**src/rtl/pc_sequencer_pkg.sv**
```systemverilog
// Shared fetch-stage definitions: default PC geometry and the next-PC source
// encoding that the hazard unit also decodes.
package pc_sequencer_pkg;

    localparam int unsigned PC_W_DEF     = 12;
    localparam int unsigned RESET_PC_DEF = 0;

    typedef enum logic [1:0] {
        SRC_SEQ = 2'd0,
        SRC_BR  = 2'd1,
        SRC_JMP = 2'd2,
        SRC_JR  = 2'd3
    } pc_src_e;

    // Any source other than the sequential successor redirects fetch.
    function automatic logic is_redirect(input pc_src_e src);
        return src != SRC_SEQ;
    endfunction

endpackage

```
**src/rtl/pc_sequencer_if.sv**
```systemverilog
// Decode-to-fetch bus: decoded control flags and operands in, PC state out.
interface pc_sequencer_if #(
    parameter int unsigned PC_W  = 12,
    parameter int unsigned N_W   = 17,
    parameter int unsigned T_W   = 27,
    parameter int unsigned CNT_W = 16
);

    logic             stall;
    logic             instr_valid;
    logic             is_bne;
    logic             is_blt;
    logic             is_j;
    logic             is_jal;
    logic             is_jr;
    logic             is_bex;
    logic             is_not_eq;
    logic             is_less_than;
    logic [N_W-1:0]   imm_n;
    logic [T_W-1:0]   target_t;
    logic [31:0]      reg_b;

    logic [PC_W-1:0]  pc_out;
    logic [PC_W-1:0]  pc_next;
    logic             flush;
    logic             ras_hit;
    logic             ras_empty;
    logic             ras_full;
    logic [CNT_W-1:0] taken_cnt;

    modport master (
        output stall, instr_valid,
        output is_bne, is_blt, is_j, is_jal, is_jr, is_bex,
        output is_not_eq, is_less_than,
        output imm_n, target_t, reg_b,
        input  pc_out, pc_next, flush, ras_hit, ras_empty, ras_full, taken_cnt
    );

    modport slave (
        input  stall, instr_valid,
        input  is_bne, is_blt, is_j, is_jal, is_jr, is_bex,
        input  is_not_eq, is_less_than,
        input  imm_n, target_t, reg_b,
        output pc_out, pc_next, flush, ras_hit, ras_empty, ras_full, taken_cnt
    );

endinterface

```
**src/rtl/pc_ras.sv**
```systemverilog
// Circular return-address stack: a push when full overwrites the oldest entry,
// a pop when empty leaves pointer and count untouched.
module pc_ras #(
    parameter int unsigned PC_W      = 12,
    parameter int unsigned RAS_DEPTH = 4
) (
    input  logic            clock,
    input  logic            reset_n,
    input  logic            push,
    input  logic            pop,
    input  logic [PC_W-1:0] push_data,
    output logic [PC_W-1:0] top,
    output logic            empty,
    output logic            full
);

    localparam int unsigned PTR_W = (RAS_DEPTH > 1) ? $clog2(RAS_DEPTH) : 1;
    localparam int unsigned CNT_W = $clog2(RAS_DEPTH + 1);

    logic [PTR_W-1:0] ptr_q;
    logic [CNT_W-1:0] count_q;
    logic [PC_W-1:0]  mem [RAS_DEPTH];

    assign empty = (count_q == '0);
    assign full  = (count_q == CNT_W'(RAS_DEPTH));
    assign top   = mem[ptr_q - PTR_W'(1)];

    // ptr_q is the next write slot; when full it already points at the oldest entry.
    always_ff @(posedge clock or negedge reset_n) begin
        if (!reset_n) begin
            ptr_q   <= '0;
            count_q <= '0;
        end else if (pop) begin
            if (!empty) begin
                ptr_q   <= ptr_q - PTR_W'(1);
                count_q <= count_q - CNT_W'(1);
            end
        end else if (push) begin
            ptr_q <= ptr_q + PTR_W'(1);
            if (!full) begin
                count_q <= count_q + CNT_W'(1);
            end
        end
    end

    always_ff @(posedge clock) begin
        if (push && !pop) begin
            mem[ptr_q] <= push_data;
        end
    end

endmodule

```
**src/rtl/pc_sequencer.sv**
```systemverilog
// Registered fetch-stage PC unit: next-PC select, redirect pulse, jr target
// checking against a return-address stack, and a saturating redirect counter.
module pc_sequencer
    import pc_sequencer_pkg::*;
#(
    parameter int unsigned PC_W      = PC_W_DEF,
    parameter int unsigned N_W       = 17,
    parameter int unsigned T_W       = 27,
    parameter int unsigned RAS_DEPTH = 4,
    parameter int unsigned RESET_PC  = RESET_PC_DEF,
    parameter int unsigned CNT_W     = 16
) (
    input  logic           clock,
    input  logic           reset_n,
    pc_sequencer_if.slave  bus
);

    logic [PC_W-1:0]  pc_q;
    logic [PC_W-1:0]  seq_pc;
    logic [PC_W-1:0]  br_target;
    logic [PC_W-1:0]  next_pc;
    logic [PC_W-1:0]  ras_top;
    logic [CNT_W-1:0] cnt_q;
    logic             flush_q;
    logic             hit_q;
    logic             br_taken;
    logic             bex_taken;
    logic             redirect;
    logic             ras_push;
    logic             ras_pop;
    logic             ras_empty;
    logic             ras_full;
    logic             ras_match;
    pc_src_e          src;

    assign seq_pc    = pc_q + PC_W'(1);
    assign br_target = seq_pc + bus.imm_n[PC_W-1:0];

    assign br_taken  = bus.instr_valid &
                       ((bus.is_bne & bus.is_not_eq) | (bus.is_blt & bus.is_less_than));
    assign bex_taken = bus.instr_valid & bus.is_bex & (|bus.reg_b);

    always_comb begin
        src = SRC_SEQ;
        if (bus.instr_valid) begin
            if (bus.is_jr) begin
                src = SRC_JR;
            end else if (bus.is_j | bus.is_jal | bex_taken) begin
                src = SRC_JMP;
            end else if (br_taken) begin
                src = SRC_BR;
            end
        end
    end

    always_comb begin
        next_pc = seq_pc;
        case (src)
            SRC_JR:  next_pc = bus.reg_b[PC_W-1:0];
            SRC_JMP: next_pc = bus.target_t[PC_W-1:0];
            SRC_BR:  next_pc = br_target;
            default: next_pc = seq_pc;
        endcase
    end

    assign redirect = is_redirect(src);

    // jal+jr together only pops: jr owns both the PC and the stack.
    assign ras_pop   = ~bus.stall & bus.instr_valid & bus.is_jr;
    assign ras_push  = ~bus.stall & bus.instr_valid & bus.is_jal & ~bus.is_jr;
    assign ras_match = ~ras_empty & (ras_top == bus.reg_b[PC_W-1:0]);

    pc_ras #(
        .PC_W      (PC_W),
        .RAS_DEPTH (RAS_DEPTH)
    ) u_ras (
        .clock     (clock),
        .reset_n   (reset_n),
        .push      (ras_push),
        .pop       (ras_pop),
        .push_data (seq_pc),
        .top       (ras_top),
        .empty     (ras_empty),
        .full      (ras_full)
    );

    always_ff @(posedge clock or negedge reset_n) begin
        if (!reset_n) begin
            pc_q    <= PC_W'(RESET_PC);
            flush_q <= 1'b0;
            hit_q   <= 1'b0;
            cnt_q   <= '0;
        end else if (bus.stall) begin
            flush_q <= 1'b0;
            hit_q   <= 1'b0;
        end else begin
            pc_q    <= next_pc;
            flush_q <= redirect;
            hit_q   <= ras_pop & ras_match;
            if (redirect && cnt_q != '1) begin
                cnt_q <= cnt_q + CNT_W'(1);
            end
        end
    end

    assign bus.pc_out    = pc_q;
    assign bus.pc_next   = next_pc;
    assign bus.flush     = flush_q;
    assign bus.ras_hit   = hit_q;
    assign bus.ras_empty = ras_empty;
    assign bus.ras_full  = ras_full;
    assign bus.taken_cnt = cnt_q;

endmodule

```
**src/flat_wrapper.sv**
```systemverilog
// flat-port wrapper written by rule: the top's interface ports become plain ports
module pc_sequencer_flat import pc_sequencer_pkg::*;
#(
    parameter int unsigned PC_W      = PC_W_DEF,
    parameter int unsigned N_W       = 17,
    parameter int unsigned T_W       = 27,
    parameter int unsigned RAS_DEPTH = 4,
    parameter int unsigned RESET_PC  = RESET_PC_DEF,
    parameter int unsigned CNT_W     = 16
)
  (clock, reset_n, bus_stall, bus_instr_valid, bus_is_bne, bus_is_blt, bus_is_j, bus_is_jal, bus_is_jr, bus_is_bex, bus_is_not_eq, bus_is_less_than, bus_imm_n, bus_target_t, bus_reg_b, bus_pc_out, bus_pc_next, bus_flush, bus_ras_hit, bus_ras_empty, bus_ras_full, bus_taken_cnt);
  pc_sequencer_if #(.PC_W(PC_W), .N_W(N_W), .T_W(T_W), .CNT_W(CNT_W)) bus_i ();
  input  logic clock;
  input  logic reset_n;
  input wire logic [$bits(bus_i.stall)-1:0] bus_stall;
  input wire logic [$bits(bus_i.instr_valid)-1:0] bus_instr_valid;
  input wire logic [$bits(bus_i.is_bne)-1:0] bus_is_bne;
  input wire logic [$bits(bus_i.is_blt)-1:0] bus_is_blt;
  input wire logic [$bits(bus_i.is_j)-1:0] bus_is_j;
  input wire logic [$bits(bus_i.is_jal)-1:0] bus_is_jal;
  input wire logic [$bits(bus_i.is_jr)-1:0] bus_is_jr;
  input wire logic [$bits(bus_i.is_bex)-1:0] bus_is_bex;
  input wire logic [$bits(bus_i.is_not_eq)-1:0] bus_is_not_eq;
  input wire logic [$bits(bus_i.is_less_than)-1:0] bus_is_less_than;
  input wire logic [$bits(bus_i.imm_n)-1:0] bus_imm_n;
  input wire logic [$bits(bus_i.target_t)-1:0] bus_target_t;
  input wire logic [$bits(bus_i.reg_b)-1:0] bus_reg_b;
  output wire logic [$bits(bus_i.pc_out)-1:0] bus_pc_out;
  output wire logic [$bits(bus_i.pc_next)-1:0] bus_pc_next;
  output wire logic [$bits(bus_i.flush)-1:0] bus_flush;
  output wire logic [$bits(bus_i.ras_hit)-1:0] bus_ras_hit;
  output wire logic [$bits(bus_i.ras_empty)-1:0] bus_ras_empty;
  output wire logic [$bits(bus_i.ras_full)-1:0] bus_ras_full;
  output wire logic [$bits(bus_i.taken_cnt)-1:0] bus_taken_cnt;
  assign bus_i.stall = bus_stall;
  assign bus_i.instr_valid = bus_instr_valid;
  assign bus_i.is_bne = bus_is_bne;
  assign bus_i.is_blt = bus_is_blt;
  assign bus_i.is_j = bus_is_j;
  assign bus_i.is_jal = bus_is_jal;
  assign bus_i.is_jr = bus_is_jr;
  assign bus_i.is_bex = bus_is_bex;
  assign bus_i.is_not_eq = bus_is_not_eq;
  assign bus_i.is_less_than = bus_is_less_than;
  assign bus_i.imm_n = bus_imm_n;
  assign bus_i.target_t = bus_target_t;
  assign bus_i.reg_b = bus_reg_b;
  assign bus_pc_out = bus_i.pc_out;
  assign bus_pc_next = bus_i.pc_next;
  assign bus_flush = bus_i.flush;
  assign bus_ras_hit = bus_i.ras_hit;
  assign bus_ras_empty = bus_i.ras_empty;
  assign bus_ras_full = bus_i.ras_full;
  assign bus_taken_cnt = bus_i.taken_cnt;
  pc_sequencer #(.PC_W(PC_W), .N_W(N_W), .T_W(T_W), .RAS_DEPTH(RAS_DEPTH), .RESET_PC(RESET_PC), .CNT_W(CNT_W)) u_core (.clock(clock), .reset_n(reset_n), .bus(bus_i));
endmodule
```
**config.mk**
```make
export PLATFORM = sky130hd
export DESIGN_NAME = pc_sequencer_flat
export DESIGN_NICKNAME = d
export VERILOG_FILES = /design/src/rtl/pc_sequencer_pkg.sv /design/src/rtl/pc_sequencer_if.sv /design/src/rtl/pc_ras.sv /design/src/rtl/pc_sequencer.sv /design/src/flat_wrapper.sv
export SDC_FILE = /design/constraint.sdc
export NUM_CORES = 1
export LEC_CHECK = 0
export CORE_ASPECT_RATIO = 1.75
export CORE_MARGIN = 2
export CORE_UTILIZATION = 53
export CTS_CLUSTER_SIZE = 20
export DETAILED_ROUTE_END_ITERATION = 10
export GPL_TIMING_DRIVEN = 0
export PLACE_DENSITY_LB_ADDON = 0.1
export RECOVER_POWER = 50
export SETUP_SLACK_MARGIN = 0.02
export SYNTH_ARGS = -nofsm -noshare
export SYNTH_HDL_FRONTEND = slang
export SYNTH_HIERARCHICAL = 1
export SYNTH_SLANG_ARGS = --single-unit
```
**constraint.sdc**
```tcl
create_clock -name clock -period 5.95 [get_ports clock]
set_input_delay 0.8925 -clock clock [delete_from_list [all_inputs] [get_ports clock]]
set_output_delay 0.8925 -clock clock [all_outputs]
set_load 0.05 [all_outputs]
```
* Word level (Yosys, flattened, before mapping)
Memory sizes are Yosys's and may differ from the RTL's. Index checks and enable logic that the tools add are counted.
Word-level totals: bits in writable memories 48, logic and storage cells 65, register bits 35, output and inout port bits 44, memories kept 1, input bits 88
Memories:
- u_core.u_ras.mem | depth 4, bits a word 12, read ports 1, clocked after memory_dff 0, wr ports 1, line pc_ras.sv:22 | logic [PC_W-1:0] mem [RAS_DEPTH];
Operators by class: bitwise logic cells 17, reductions and logical operators 10, $add $sub $neg 7, mux-type cells 16, equality and inequality tests 8
Operators with widths (number):
- $pmux 12 s3 | 1
- $reduce_or 32->1 | 1
- $add 16x1->16 const B | 1
- $ne 16x16->1 const B | 1
- $add 12x1->12 const B | 1
- $add 12x12->12 | 1
- $eq 12x12->1 | 1
- $mux 2 | 6
- $mux 3 | 4
- $and 1x1->1 | 11
- $mux 1 | 5
- $eq 2x2->1 const B | 2
- $reduce_and 2->1 | 2
- $reduce_bool 2->1 | 2
- $add 3x1->3 const B | 1
- $eq 3x3->1 const B | 1
- $logic_not 3->1 | 1
- $not 1->1 | 3
- $or 1x1->1 | 3
- $reduce_and 3->1 | 1
- $sub 3x1->3 const B | 1
- $add 2x1->2 const B | 1
- $eq 2x1->1 const B | 1
- $logic_and 1x1->1 | 2
- 4 further kinds | 4

* Logic depth before layout (Yosys ltp)
depth after elaboration 10, mapped depth 13, mapped depth without buffers 13

* By module
Netlist, hierarchy kept.
Modules (own cells, without submodules):
- pc_sequencer | seq. area each 750.7 um2, area an instance 2736.4 um2, cells each 312, instances 1
- pc_ras | seq. area each 1566.5 um2, area an instance 2148.3 um2, cells each 109, instances 1

* Least setup slack after synthesis
Ideal clock, no wire load.
path type flip-flop to output port, start register u_core.pc_q[0], in the netlist u_core/bus.pc_out[0], end output bus_pc_next[11], data arrival time 3.824 ns, buffers on the path 0, required time 5.058 ns, path slack 1.234 ns, stages on the path, launching flop included 12, path through dfrtp_1 -> ha_1 -> nand3_1 -> xnor2_1 -> ha_1 -> nand3_1 -> o2111ai_2 -> a31oi_1 -> a211o_1 -> o311ai_1 -> a2111o_1 -> a21oi_1
Between the ends: cells in the longest elaborated chain, start to end 3
Ends and longest elaborated chain:
- start: declaration | line pc_sequencer.sv:18 | logic [PC_W-1:0] pc_q;
- start signal: assignment | line pc_sequencer.sv:89 | pc_q <= PC_W'(RESET_PC);
- start signal: assignment | line pc_sequencer.sv:97 | pc_q <= next_pc;
- $add 12x1->12 | line pc_sequencer.sv:36 | assign seq_pc = pc_q + PC_W'(1);
- net u_core.seq_pc[4] | line pc_sequencer.sv:19 | logic [PC_W-1:0] seq_pc;
- $add 12x12->12 | line pc_sequencer.sv:37 | assign br_target = seq_pc + bus.imm_n[PC_W-1:0];
- $pmux 12 s3 | line pc_sequencer.sv:58 | case (src)
- end: declaration | line flat_wrapper.sv:29 | output wire logic [$bits(bus_i.pc_next)-1:0] bus_pc_next;
The timed path passes the listed nets, and every way through them passes these cells.

* Final worst setup path
start register u_core.pc_q[2], in the netlist u_core/bus.pc_out[2], end output bus_pc_next[11]
Same word-level chain as after synthesis.

==> results.sh <==
export IMPL_num_rows=46
export IMPL_place_hpwl_um=10600
export IMPL_design_area_mm2=0.00641
export IMPL_r2r_cells=12
export IMPL_post_cts_setup_buffer_count=0
export IMPL_grt_pass1_vias=4195
export IMPL_p_int_w=0.00149
export IMPL_hp_start="u_core/bus.taken_cnt[5]"
export IMPL_drv_slew=36
export IMPL_cts_tree="yes"
export IMPL_holdWs_ns=0.497
export IMPL_critPathArrivalTime_ns=4.76
export IMPL_die_width_um=76.6
export IMPL_hold_class="reg2reg"
export IMPL_ys_warn_count=6
export IMPL_worst_path_buf_inv=1
export IMPL_n_antenna_cell=0
export IMPL_grt_pass1_wl_um=20900
export IMPL_rsz0062_at_grt="false"
export IMPL_max_stage_delay_ns=0.84
export IMPL_critPathKind="reg2out"
export IMPL_max_freq_ghz=0.177
export IMPL_worst_pin_slew_ns=2.03
export IMPL_ys_types=72
export IMPL_grt_max_degree=36
export IMPL_period_minus_slack_ns=5.66
export IMPL_r2r_start="u_core/bus.pc_out[2]"
export IMPL_final_cell_mix="clkdlybuf4s50_1, edfxtp_1, nor2_1"
export IMPL_placed_area_mm2=0.00612
export IMPL_routed_wl_um=13400
export IMPL_layout_commonest_cell="clkdlybuf4s50_1"
export IMPL_required_ns=5.06
export IMPL_nets=650
export IMPL_viasPerCell=6.01
export IMPL_synth_ff_type="edfxtp_1"
export IMPL_vias=4004
export IMPL_dieArea_mm2=0.0100
export IMPL_swShare=0.408
export IMPL_cts_hold_buffers=0
export IMPL_slew_headroom=-0.355
export IMPL_synthTopCellsByArea="edfxtp_1, dfrtp_1, xnor2_1, mux4_2, ha_1"
export IMPL_ctsResizeCount=0
export IMPL_clockBufferDepth=2
export IMPL_fin_setup_tns_ns=0
export IMPL_synth_edf_count=48
export IMPL_ios=132
export IMPL_wl_per_cell_um=20.1
export IMPL_syn_nets=530
export IMPL_drive_gt1_frac=0.117
export IMPL_rrSetupSlack_ns=2.19
export IMPL_ys_ff_latch=83
export IMPL_ir_worst_vdd_mv=0.323
export IMPL_hold_violations=0
export IMPL_power_share_clock=0.213
export IMPL_crit_slowest_cell="clkdlybuf4s50_1"
export IMPL_postRouteAntennaNets=0
export IMPL_drt_pass1_iterations=5
export IMPL_violations="capacitance limit, slew limit"
export IMPL_hold_depth=1
export IMPL_endpoint_kind="primary output"
export IMPL_p_leak_nw=2.43
export IMPL_synth_area_leader_cell="edfxtp_1"
export IMPL_htree_levels=3
export IMPL_root_buffer="clkbuf_16"
export IMPL_power_density_mw_per_mm2=391
export IMPL_worstPathMaxFanout=8
export IMPL_worstSkewPairLatency_ns=0.34
export IMPL_drc=0
export IMPL_crit_family="compound AO/OA/AOI/OAI gates"
export IMPL_drt_iter0_drc=231
export IMPL_pwr_share_comb=0.475
export IMPL_syn_inst=421
export IMPL_yosysTopAreaCellShare=0.295
export IMPL_final_setup_skew_ns=0.00684
export IMPL_status="finished with violations"
export IMPL_core_area_mm2=0.00904
export IMPL_start_util=0.541
export IMPL_die_h_um=131
export IMPL_p_switching_w=0.00102
export IMPL_gp_congestion=0.885
export IMPL_finalSetupViolCount=0
export IMPL_cts_made_buffers=9
export IMPL_path_cells="nand3_1, nor3_1, nand3_1, xnor2_1, ha_1, a21oi_1, nor2b_1, nor2_1, o22a_1, o311ai_1, a2111o_1, a21oi_1, clkdlybuf4s50_1"
export IMPL_finalCritPeriodShare=0.951
export IMPL_antenna_found_initial=0
export IMPL_clkSlewWorstSetupHoldPaths_ns=0.07
export IMPL_cts_num_sinks=83
export IMPL_ys_seq_area_frac=0.474
export IMPL_cp_start_kind="register"
export IMPL_hold_end="u_core/bus.taken_cnt[5]"
export IMPL_rr_endpoint="u_core/bus.pc_out[11]"
export IMPL_portBuffers=109
export IMPL_grt_overflow=0
export IMPL_area_growth_pct=31.2
export IMPL_seq_power_share=0.312
export IMPL_maxCapViolCount=1
export IMPL_grt_usage=0.277
export IMPL_synth_async_reset_ratio=0.422
export IMPL_synth_avg_cell_area_um2=11.6
export IMPL_syn_cell_area_mm2=0.00488
[final cells by class]
class                           count  area (um^2)
Tap cell                          120          150
Inverter                           22         82.6
Buffer                             14         95.1
Clock buffer                        9          225
Sequential cell                    83         2320
Fill cell                         719         2630
Timing Repair Buffer              109         1080
Multi-Input combinational cell    302         2400
Clock inverter                      7         58.8
[cell usage after synthesis (all sizes together) (5+ instances only)]
cell type	instances
edfxtp	48
nor2	37
dfrtp	35
xnor2	33
nand2	23
inv	20
ha	19
nand3	19
a21oi	12
mux4	12
xor2	11
nor4	10
nand4	9
nor3	9
and3	8
buf	8
o21ai	8
and2	7
a221oi	6
clkbuf	6
mux2	5
o21a	5
o22ai	5
[worst max-delay path by stage]
stage | start | end | slack (ns) | cells past startpoint
2_1_floorplan | u_core/bus.pc_out[0] | bus_pc_next[11] | 1.23 | 11
3_3_place_gp | bus_reg_b[1] | bus_pc_next[11] | 0.73 | 8
3_5_place_dp | bus_reg_b[1] | bus_pc_next[2] | 0.74 | 9
4_1_cts | u_core/bus.pc_out[2] | bus_pc_next[11] | 0.30 | 13
5_1_grt | u_core/bus.pc_out[2] | bus_pc_next[11] | 0.05 | 13
6_report | u_core/bus.pc_out[2] | bus_pc_next[11] | 0.29 | 13
[power groups by stage]
stage	registers [W]	logic, W	clock network (W)
6_report	0.000782	0.00119	0.000535
5_1_grt	0.000792	0.00127	0.000564
4_1_cts	0.000782	0.00120	0.000539
3_5_place_dp	0.000792	0.00120	0
3_3_place_gp	0.000789	0.00117	0
2_1_floorplan	0.000904	0.000724	0
[cell families (layout without fill, tap and decap cells)]
kind of cell    Yosys count  in the layout  share of synthesized area
compound gates           79             79                      0.132
buf+inv                  36            161                     0.0364
fa+ha+maj                21             21                     0.0569
xor+xnor                 44             44                     0.0789
flops                    83             83                      0.474
mux                      19             19                     0.0710
simple gates            139            139                      0.150
[sequential cells by signal (all words and copies together) (netlist names)]
| name | cells |
|---|---|
| u_core/u_ras/mem | 48 |
| u_core/bus.taken_cnt | 16 |
| u_core/bus.pc_out | 12 |
| u_core/u_ras/count_q | 3 |
| u_core/u_ras/ptr_q | 2 |
| u_core/bus.flush | 1 |
| u_core/bus.ras_hit | 1 |
[per-layer routing]
layer	track usage	up-vias	wire [um]
li1	-	1832	-
met1	0.272	1966	4510
met2	0.545	161	7570
met3	0.0467	45	675
met4	0.156	0	640
met5	0	-	0
[per-stage QoR]
step / power, W / cells / worst slack [ns] / utilization
6_report: 0.00251 / 666 / 0.294 / 0.709
5_1_grt: 0.00263 / 666 / 0.0475 / 0.709
4_1_cts: 0.00252 / 666 / 0.302 / 0.709
3_5_place_dp: 0.00199 / 650 / 0.739 / 0.677
3_3_place_gp: 0.00196 / 650 / 0.731 / 0.678
2_1_floorplan: 0.00163 / 421 / 1.23 / -
[worst register-to-register path: cells and delay by family, from the launching register on]
kind / cells / cell delay (ns)
xor gates and xnor gates: 1 / 0.47
and+or+nand+nor: 5 / 1.01
AOI/OAI and AO/OA: 5 / 1.30
DFF: 1 / 0.46
adders and majority gates: 1 / 0.42
(Power assumes the default switching activity.)
